## config.mk

```make
export PLATFORM = sky130hd
export DESIGN_NAME = lifo_pop_streamer
export DESIGN_NICKNAME = d
export VERILOG_FILES = /design/src/rtl/lifo_pop_streamer.sv
export SDC_FILE = /design/constraint.sdc
export NUM_CORES = 1
export LEC_CHECK = 0
export CAP_MARGIN = 0
export CORE_AREA = 2 2 70 72
export DETAILED_ROUTE_END_ITERATION = 7
export DIE_AREA = 0 0 72 74
export PLACE_DENSITY = 0.82
export SLEW_MARGIN = 20
export SYNTH_ARGS = -nofsm -noshare
export SYNTH_HDL_FRONTEND = slang
export SYNTH_SLANG_ARGS = --single-unit
```

## constraint.sdc

```tcl
create_clock -name clk -period 3.1 [get_ports clk]
set_clock_uncertainty 0.2 [all_clocks]
set_input_delay 0.62 -clock clk [delete_from_list [all_inputs] [get_ports clk]]
set_output_delay 0.62 -clock clk [all_outputs]
set_load 0.05 [all_outputs]
```

## src/rtl/lifo_pop_streamer.sv

```systemverilog
// lifo_pop_streamer: read-side controller for the lifo stack.
// Pops a burst of entries on start and streams them newest-first on a
// valid/ready interface, tagging the final beat. A 2-entry output buffer
// absorbs the stack's one-cycle read latency so backpressure never drops data.
// Optional build macro: LIFO_POP_PARITY_EN adds m_parity (even parity of m_data).
module lifo_pop_streamer #(
    parameter int WIDTH       = 8,
    parameter int STACK_DEPTH = 16,
    parameter int CNT_W       = 5
) (
    input  logic             clk,
    input  logic             rst,
    input  logic             start,
    input  logic [CNT_W-1:0] burst_len,
    input  logic             lifo_empty,
    input  logic [WIDTH-1:0] lifo_dout,
    output logic             lifo_read_en,
    output logic             m_valid,
    input  logic             m_ready,
    output logic [WIDTH-1:0] m_data,
    output logic             m_last,
    output logic             busy,
    output logic             done,
    output logic             short,
`ifdef LIFO_POP_PARITY_EN
    output logic             m_parity,
`endif
    output logic [CNT_W-1:0] beat_count
);

    typedef enum logic [1:0] {
        S_IDLE  = 2'd0,
        S_DRAIN = 2'd1,
        S_FLUSH = 2'd2
    } state_t;

    // Drain mode never pops more than the stack can hold, so issued cannot wrap.
    localparam logic [CNT_W-1:0] DEPTH_CNT = CNT_W'(STACK_DEPTH);

    state_t             state_reg, state_next;
    logic [CNT_W-1:0]   target_reg, target_next;
    logic [CNT_W-1:0]   issued_reg, issued_next;
    logic [CNT_W-1:0]   beat_count_reg, beat_count_next;
    logic               done_reg, done_next;
    logic               short_reg, short_next;
    logic               inflight_reg;
    logic [1:0]         occ_reg, occ_next;

    // Output buffer: entry 0 is the head presented on the stream.
    logic [1:0][WIDTH-1:0] buf_data_reg, buf_data_next;
    logic [1:0]            buf_last_reg, buf_last_next;
`ifdef LIFO_POP_PARITY_EN
    logic [1:0]            buf_par_reg, buf_par_next;
    logic                  cap_par;
`endif

    logic       read_en;
    logic       pop;
    logic       push;
    logic [1:0] occ_mid;
    logic       room_ok;
    logic       count_ok;
    logic       cap_last;
    logic [1:0] load_sel;

    assign pop      = m_valid & m_ready;
    assign push     = inflight_reg;
    assign occ_mid  = occ_reg - {1'b0, pop};
    // Occupancy next cycle, counting the read already on its way back.
    assign occ_next = occ_reg + {1'b0, inflight_reg} - {1'b0, pop};
    assign room_ok  = (occ_next < 2'd2);
    assign count_ok = (target_reg == '0) ? (issued_reg < DEPTH_CNT)
                                         : (issued_reg < target_reg);
    // issued_reg at capture time equals the ordinal of the entry being captured.
    assign cap_last = ((target_reg != '0) && (issued_reg == target_reg)) || lifo_empty;
`ifdef LIFO_POP_PARITY_EN
    assign cap_par  = ^lifo_dout;
`endif

    // Per-entry next values: load the returning read, or shift toward the head on a pop.
    genvar gi;
    generate
        for (gi = 0; gi < 2; gi++) begin : g_entry
            assign load_sel[gi] = push && (occ_mid == 2'(gi));
            if (gi == 0) begin : g_head
                assign buf_data_next[gi] = load_sel[gi] ? lifo_dout
                                         : (pop ? buf_data_reg[1] : buf_data_reg[0]);
                assign buf_last_next[gi] = load_sel[gi] ? cap_last
                                         : (pop ? buf_last_reg[1] : buf_last_reg[0]);
`ifdef LIFO_POP_PARITY_EN
                assign buf_par_next[gi]  = load_sel[gi] ? cap_par
                                         : (pop ? buf_par_reg[1] : buf_par_reg[0]);
`endif
            end else begin : g_tail
                assign buf_data_next[gi] = load_sel[gi] ? lifo_dout : buf_data_reg[gi];
                assign buf_last_next[gi] = load_sel[gi] ? cap_last  : buf_last_reg[gi];
`ifdef LIFO_POP_PARITY_EN
                assign buf_par_next[gi]  = load_sel[gi] ? cap_par   : buf_par_reg[gi];
`endif
            end
        end
    endgenerate

    // Next-state, read issue and burst bookkeeping.
    always_comb begin
        state_next      = state_reg;
        target_next     = target_reg;
        issued_next     = issued_reg;
        beat_count_next = beat_count_reg + {{(CNT_W-1){1'b0}}, pop};
        short_next      = short_reg;
        done_next       = 1'b0;
        read_en         = 1'b0;
        case (state_reg)
            S_IDLE: begin
                if (start) begin
                    target_next     = burst_len;
                    issued_next     = '0;
                    beat_count_next = '0;
                    short_next      = 1'b0;
                    state_next      = lifo_empty ? S_FLUSH : S_DRAIN;
                end
            end
            S_DRAIN: begin
                read_en = !lifo_empty && count_ok && room_ok;
                if (read_en) begin
                    issued_next = issued_reg + CNT_W'(1);
                end else if (lifo_empty || !count_ok) begin
                    state_next = S_FLUSH;
                end
            end
            S_FLUSH: begin
                if (!inflight_reg && (occ_reg == 2'd0)) begin
                    done_next  = 1'b1;
                    state_next = S_IDLE;
                    short_next = (target_reg != '0) && (beat_count_reg < target_reg);
                end
            end
            default: state_next = S_IDLE;
        endcase
    end

    // Control and counter registers.
    always_ff @(posedge clk or negedge rst) begin
        if (!rst) begin
            state_reg      <= S_IDLE;
            target_reg     <= '0;
            issued_reg     <= '0;
            beat_count_reg <= '0;
            done_reg       <= 1'b0;
            short_reg      <= 1'b0;
            inflight_reg   <= 1'b0;
            occ_reg        <= 2'd0;
        end else begin
            state_reg      <= state_next;
            target_reg     <= target_next;
            issued_reg     <= issued_next;
            beat_count_reg <= beat_count_next;
            done_reg       <= done_next;
            short_reg      <= short_next;
            inflight_reg   <= read_en;
            occ_reg        <= occ_next;
        end
    end

    // Output buffer storage; cleared on reset so in-flight data is discarded.
    always_ff @(posedge clk or negedge rst) begin
        if (!rst) begin
            buf_data_reg <= '0;
            buf_last_reg <= '0;
`ifdef LIFO_POP_PARITY_EN
            buf_par_reg  <= '0;
`endif
        end else begin
            buf_data_reg <= buf_data_next;
            buf_last_reg <= buf_last_next;
`ifdef LIFO_POP_PARITY_EN
            buf_par_reg  <= buf_par_next;
`endif
        end
    end

    assign lifo_read_en = read_en;
    assign m_valid      = (occ_reg != 2'd0);
    assign m_data       = buf_data_reg[0];
    assign m_last       = m_valid & buf_last_reg[0];
    assign busy         = (state_reg != S_IDLE);
    assign done         = done_reg;
    assign short        = short_reg;
    assign beat_count   = beat_count_reg;
`ifdef LIFO_POP_PARITY_EN
    assign m_parity     = buf_par_reg[0];
`endif

endmodule

```

* After elaboration in Yosys (flattened, before gate mapping) *
Cells that the tools add are included.

word-level totals
  register bits = 40
  bits of input ports = 18
  output and inout bits = 19
  word-level logic and storage cells = 80

cells by class
  $add $sub $neg = 5
  order comparisons = 4
  eq/ne operators = 9
  muxes and demuxes = 22
  bitwise logic cells = 2
  reduce and logical (&&, ||, !) cells = 26

operators with widths
  cell                   number
  $mux W5                4
  $mux W8                2
  $lt A5 B5 Y1           2
  $mux W2                5
  $ne A2 B2 Y1 const B   5
  $pmux W5 S2            1
  $reduce_bool A2 Y1     5
  $mux W1                8
  $logic_and A1 B1 Y1    7
  $logic_not A2 Y1       3
  $pmux W2 S3            1
  $reduce_and A3 Y1      2
  $add A5 B1 Y5          1
  $add A5 B1 Y5 const B  1
  $eq A5 B5 Y1           1
  $logic_not A5 Y1       1
  $lt A5 B5 Y1 const B   1
  $reduce_bool A5 Y1     1
  $eq A2 B1 Y1 const B   2
  $reduce_and A4 Y1      1
  $sub A2 B1 Y2          2
  $logic_not A1 Y1       3
  $add A2 B1 Y2          1
  $and A1 B1 Y1          2
  other kinds (5)        6

* Depth between registers and ports, before layout *
Gate-level depths: netlist of run 1.

  depth in word-level cells = 7
  mapped depth = 11
  mapped depth without buffers = 9

* Worst setup path after synthesis of run 1 *
No wires, ideal clock.

  path type = register -> output
  from = register occ_reg[1]
  to = output port lifo_read_en
  arrival = 2912 ps
  data required time = 2280 ps
  slack = -632 ps
  cell stages (with the launch flop) = 12
  path buffers = 2
  cell sequence = dfrtp_1 -> or2_2 -> clkbuf_1 -> nand2_1 -> inv_1 -> ha_1 -> inv_1 -> ha_1 -> xnor2_1 -> or2_1 -> buf_6 -> inv_1

between the ends
  cells in the longest elaborated chain, start to end = 6
  elaborated cells between the ends (all ways) = 7
  classes of those cells = add/sub: 2; order compare: 1; mux: 1; bitwise: 1; reduce/logical: 2

ends and longest elaborated chain
  element                 RTL line  RTL
  start, declared         47        logic [1:0] occ_reg, occ_next;
  start signal, assigned  161       occ_reg <= occ_next;
  $reduce_bool A2 Y1      183       assign m_valid = (occ_reg != 2'd0);
  net m_valid             18        output logic m_valid,
  $and A1 B1 Y1           66        assign pop = m_valid & m_ready;
  $sub A2 B1 Y2           70        assign occ_next = occ_reg + {1'b0, inflight_reg} - {1'b0, pop};
  net occ_next[1]         47
  $lt A2 B2 Y1            71        assign room_ok = (occ_next < 2'd2);
  $logic_and A1 B1 Y1     124       read_en = !lifo_empty && count_ok && room_ok;
  $mux W1                 113       case (state_reg)
  end, declared           17        output logic lifo_read_en,

The timed path passes the listed nets, and every way through them passes these cells.

* Worst setup path in the final report of run 1 *
  from = register occ_reg[1]
  to = output port lifo_read_en

between the ends
  cells in the longest elaborated chain, start to end = 6
  elaborated cells between the ends (all ways) = 7
  classes of those cells = add/sub: 2; order compare: 1; mux: 1; bitwise: 1; reduce/logical: 2

ends and longest elaborated chain
  element                                                RTL line
  branches (longest 2 deep; another with $add A2 B1 Y2)  -
  $sub A2 B1 Y2 *                                        70
  net occ_next[1]                                        47
  $lt A2 B2 Y1 *                                         71
  $logic_and A1 B1 Y1 *                                  124
  $mux W1 *                                              113

Mark *: on every way through the listed nets, which the timed path passes.

==> results of run 1 <==
-- worst register-to-register path, delay by kind of cell (launching register included) --
family                     cells  cell delay (ps)
AOI/OAI and AO/OA              1              340
xor gates and xnor gates       1              140
adders and majority gates      2              440
buffers and inverters          3              250
DFF                            1              380
and+or+nand+nor                3              610
-- cell type report --
| type | count | area (um^2) | share of cell area |
|---|---|---|---|
| well taps | 54 | 67.6 | 0.0248 |
| clock buffers | 7 | 96.3 | 0.0353 |
| inverters | 14 | 56.3 | 0.0206 |
| repair buffers | 49 | 473 | 0.173 |
| multi-input cells | 130 | 1000 | 0.368 |
| clock inverters | 1 | 30.0 | 0.0110 |
| flip-flops and latches | 40 | 1000 | 0.367 |
-- per-stage QoR --
step	worst slack, ps	instances	power (mW)
global route	22.8	295	2.68
floorplan	6.40	197	1.69
global placement	-187	284	1.98
detailed placement	-214	284	2.01
finish	96.5	295	2.53
CTS	13.0	293	2.50
-- repair_timing --
action | CTS | global route
cloned | 0 | 0
endpoints found under the setup margin | 1 | 1
resized for setup | 5 | 5
pin swaps | 4 | 1
buffers inserted | 1 | 2
-- cells in the final DEF (no fill, tap or decap), types with 2 or more instances in the layout --
| cell type | instances |
|---|---|
| o211ai_1 | 3 |
| buf_4 | 12 |
| ha_1 | 12 |
| or2_4 | 2 |
| a21oi_1 | 11 |
| nor2_1 | 18 |
| xnor2_1 | 2 |
| nand3_1 | 8 |
| dlygate4sd2_1 | 2 |
| inv_1 | 12 |
| nand2b_1 | 2 |
| mux2_2 | 9 |
| xor2_1 | 2 |
| or3_1 | 2 |
| clkbuf_8 | 7 |
| o21ai_0 | 10 |
| and3_1 | 2 |
| buf_12 | 2 |
| mux2i_1 | 9 |
| dfrtp_1 | 39 |
| nand2_1 | 13 |
| and2_1 | 4 |
| clkdlybuf4s50_1 | 32 |
-- worst paths after layout --
path | start | endpoint | cells past startpoint
worst max-delay path | occ_reg[1]$_DFF_PN0_ | lifo_read_en | 10
worst min-delay path | rst | state_reg[0]$_DFFE_PN0P_ | 1
worst max register to register | occ_reg[1]$_DFF_PN0_ | issued_reg[4]$_DFFE_PN0P_ | 10
worst min register to register | buf_data_reg[13]$_DFFE_PN0P_ | buf_data_reg[13]$_DFFE_PN0P_ | 1
max in group asynchronous | rst | target_reg[3]$_DFFE_PN0P_ | 1
min in group clk | buf_data_reg[13]$_DFFE_PN0P_ | buf_data_reg[13]$_DFFE_PN0P_ | 1
-- power groups by stage --
stage               logic (mW)  registers, mW  clock network [mW]
finish                    1.24          0.825               0.469
global route              1.34          0.846               0.497
CTS                       1.20          0.825               0.477
detailed placement        1.18          0.831                   0
global placement          1.15          0.827                   0
floorplan                0.804          0.882                   0
-- metal layers --
layer	vias to the layer above	global-route usage	wire [um]
li1	757	-	-
met1	748	0.207	1870
met2	22	0.274	2090
met3	7	0.0271	105
met4	0	0.101	97
met5	-	0	0
-- logic make-up after synthesis --
family	after synthesis
flops	40
buf+inv	27
simple gates	59
compound gates	34
fa+ha+maj	14
mux	18
xor+xnor	5
==> impl_metrics.ini, run 1 <==
[power_and_ir_drop]
p_sw_mw = 1.03
swShare = 0.407
peakVddDrop_uv = 308
clkPwrFrac = 0.185
pwr-share-comb = 0.489
leakage_nw = 1.31
p_int_mw = 1.50
power_frac_seq = 0.326
power_density_mw_per_mm2 = 928

[synthesis]
syn-num-nets = 229
ys_ff_latch = 40
async_flop_share = 1.00
synth.top_cells.by_area = dfrtp_1 (48%), ha_1 (8.4%), mux2_2 (4.9%)
yosysTopAreaCellShare = 0.480
synth_fa_ha_area_frac = 0.0841
synth_area_mm2 = 0.00208
yosys-top-cells-count = dfrtp_1 (40), nor2_1 (18), ha_1 (14), inv_1 (14), nand2_1 (14)
synth_compound_area_frac = 0.112
synth_xor_area_frac = 0.0210
yosysMostFrequentCell = dfrtp_1
yosys_warnings = 0
synth_top_cell_by_area = dfrtp_1
synth_top_family_by_area = simple AND/OR/NAND/NOR gates
postSynthCellCount = 197
synthSimpleGateAreaFrac = 0.144
ys.flop_type = dfrtp_1
seq_area_frac_synth = 0.480
synth_mux_area_frac = 0.0919
syn_area_per_cell_um2 = 10.6
synth_edf_count = 0
ys_types = 39

[clock_network]
clock-sinks = 40
tritoncts = done
clk_path_buf_depth = 2
cts_root_buf = clkbuf_8
cts_made_buffers = 5
worst_skew_pair.late_latency_ps = 300
cts_htree_levels = 2
path_clk_slew_ps = 80
hold_buffers = 0

[sta]
worstMarginPinSlew_ps = 884
setup_viol = 0
tns_ps = 0
final_hold_viol_count = 0
fmax_mhz = 333
relSlewSlack = 0.410
timing.final.crit_share = 0.969
rsz0062_at_grt = no
fin_crit_ps = 3000
final-max-slew-violation-count = 0
hold_ws_ps = 234

[run]
cap_violations = 0

[drt]
wire_per_inst_um = 14.1
drc_errors = 0
viasPerCell = 5.20
drtAntennaViolNets = 0
vias = 1534
drt-total-wl_mm = 4.16
first_iter_violations = 62
dr.pass1.iters = 4

[die]
die_area_mm2 = 0.00533
coreArea_mm2 = 0.00460
dieHeight_um = 74
fp-row-count = 25
dieWidth_um = 72
initial_utilization = 0.453
num_io_pins = 37

[hold_path]
hold_class = in -> async

[placed_design]
dpl.hpwl_mm = 2.94
placed_area_mm2 = 0.00254
io_buffer_count = 36
place.gp.congestion = 0.890

[worst_setup_path]
path_cells = or2_4 -> nand2_8 -> inv_2 -> ha_4 -> inv_1 -> ha_2 -> xnor2_2 -> or2_4 -> clkinvlp_4 -> buf_12
cp.required_ps = 2280
cpMaxStageDelayCell = dfrtp_1
cp-end-kind = primary output
crit_fanout = 4
critPathTopFamily = simple AND/OR/NAND/NOR gates
cp_common_cell = or2_4
critPathBufInv = 4
crit_arrival_ps = 2180
crit_path_max_incr_delay_ps = 380
start_kind = flop
reg2reg_slack_ps = 630
worstSetupPathType = reg -> out

[global_routing]
grt_pass1_wl_mm = 6.74
gr-total-overflow = 0
grt_pass1_vias = 1468
grt_max_degree = 41
track_usage = 0.166
grt_antenna_before_repair = 0

[status]
status = finished clean

[cells_and_area]
nets = 272
fill_cells = 372
layout-drive-gt1-share = 0.199
fin_area_mm2 = 0.00273
area_growth_pct = 31.0
antenna_cells = 0
final_util = 0.593
(Power assumes the default switching activity.)
==> run 2: changes to the inputs <==
--- a/config.mk
+++ b/config.mk
@@ -6,10 +6,10 @@
 export NUM_CORES = 1
 export LEC_CHECK = 0
 export CAP_MARGIN = 0
-export CORE_AREA = 2 2 70 72
+export CORE_AREA = 2 2 63 80
 export DETAILED_ROUTE_END_ITERATION = 7
-export DIE_AREA = 0 0 72 74
-export PLACE_DENSITY = 0.82
+export DIE_AREA = 0 0 65 82
+export PLACE_DENSITY = 0.81
 export SLEW_MARGIN = 20
 export SYNTH_ARGS = -nofsm -noshare
 export SYNTH_HDL_FRONTEND = slang
==> impl_metrics.ini, run 2 (same netlist as run 1, synthesis figures left out) <==
[status]
status = finished clean

[drt]
drc_errors = 0
first_iter_violations = 67
drt-total-wl_mm = 4.31
wire_per_inst_um = 14.3
viasPerCell = 5.21
drtAntennaViolNets = 0
dr.pass1.iters = 4
vias = 1567

[cells_and_area]
mostFrequentLayoutCells = dfrtp_1 (39), clkdlybuf4s50_1 (32), nor2_1 (18)
final_common_cell = dfrtp_1
area_growth_pct = 29.5
regArea_mm2 = 0.00100
antenna_cells = 0
nets = 272
layout-drive-gt1-share = 0.195
fin_area_mm2 = 0.00270
multiInputGateArea_mm2 = 0.00100
final_util = 0.588
fill_cells = 385

[power_and_ir_drop]
p_int_mw = 1.37
leakage_nw = 1.29
clkPwrFrac = 0.142
power_frac_seq = 0.343
pwr-share-comb = 0.515
power_density_mw_per_mm2 = 892
swShare = 0.430
p_sw_mw = 1.04
finalPower_mw = 2.41
peakVddDrop_uv = 524

[global_routing]
grt_pass1_vias = 1514
gr-total-overflow = 0
track_usage = 0.176
grt_max_degree = 41
grt_pass1_wl_mm = 7.02
grt_antenna_before_repair = 0

[clock_network]
worst_skew_pair.late_latency_ps = 300
clk_path_buf_depth = 2
clock-sinks = 40
path_clk_slew_ps = 80
tritoncts = done
hold_buffers = 0
cts_made_buffers = 5
cts_root_buf = clkbuf_8
cts_htree_levels = 2

[hold_path]
hold_class = in -> async

[worst_setup_path]
crit_arrival_ps = 2210
crit_fanout = 5
path_cells = or2_4 -> nand2_8 -> inv_1 -> ha_4 -> inv_1 -> ha_2 -> xnor2_2 -> or2_4 -> clkinvlp_4 -> buf_12
cp.required_ps = 2280
r2r-end = issued_reg[4]$_DFFE_PN0P_
critPathTopFamily = simple AND/OR/NAND/NOR gates
cp-end-kind = primary output
path_depth = 10
r2r_cells = 10
worstReg2RegStart = occ_reg[1]$_DFF_PN0_
crit_path_max_incr_delay_ps = 390
worstSetupPathType = reg -> out
reg2reg_slack_ps = 580
start_kind = flop
critPathBufInv = 4
cpMaxStageDelayCell = dfrtp_1

[die]
num_io_pins = 37
coreArea_mm2 = 0.00459
dieHeight_um = 82
fp-row-count = 28
initial_utilization = 0.454
die_area_mm2 = 0.00533
dieWidth_um = 65

[sta]
worstMarginPinSlew_ps = 873
final-max-slew-violation-count = 0
final_hold_viol_count = 0
relSlewSlack = 0.418
fin_crit_ps = 3030
setup_viol = 0
fmax_mhz = 330
timing.final.crit_share = 0.978
hold_ws_ps = 237

[placed_design]
io_buffer_count = 36
place.gp.congestion = 0.841
dpl.hpwl_mm = 3.00
placed_area_mm2 = 0.00254

[run]
cap_violations = 0
## run 2: cell types whose count changed in the layout (fill, tap and decap cells not counted)
cell,change
clkbuf_8,-2
clkinv_2,+2
inv_2,-1
inv_1,+1
clkinv_4,+1
bufinv_16,-1
## run 2: routing by layer
layer  track usage  share of wire
met1         0.203           0.40
met2         0.318           0.52
met3        0.0479          0.067
met4        0.0574          0.013
met5             0              0
## run 2: worst max-delay path by stage
stage,from,to,slack (ps)
final,occ_reg[1]$_DFF_PN0_,lifo_read_en,70
after detailed placement,m_ready,lifo_read_en,-200
after global placement,m_ready,lifo_read_en,-160
after global routing,occ_reg[1]$_DFF_PN0_,lifo_read_en,-20
after floorplan,occ_reg[1]$_DFF_PN0_,lifo_read_en,6
after CTS,occ_reg[1]$_DFF_PN0_,lifo_read_en,10
## run 2: metrics by stage
step                setup WS [ps]  cells  TNS, ps
floorplan                    6.40    197        0
global placement             -158    289     -158
detailed placement           -200    289     -200
CTS                          10.8    298        0
global route                -25.0    301    -25.0
finish                       68.5    301        0
## run 2: what timing repair did
action / 4_1_cts / 5_1_grt
pin swaps: 3 / 1
cloned: 0 / 0
resized for setup: 5 / 4
buffers inserted: 1 / 3
endpoints found under the setup margin: 1 / 1
## run 2: layout make-up
type,count,area share
clock inverter,3,0.00696
sequential,40,0.372
multi-input combinational,130,0.372
tap,60,0.0278
timing repair buffer,49,0.175
clock buffer,5,0.0255
inverter,14,0.0209
## run 2: power by group through the flow
stage	Combinational (mW)	Sequential, mW	Clock [mW]
after CTS	1.19	0.820	0.353
after floorplan	0.804	0.882	0
after global placement	1.14	0.827	0
after global routing	1.34	0.846	0.381
after detailed placement	1.16	0.830	0
final	1.24	0.825	0.342
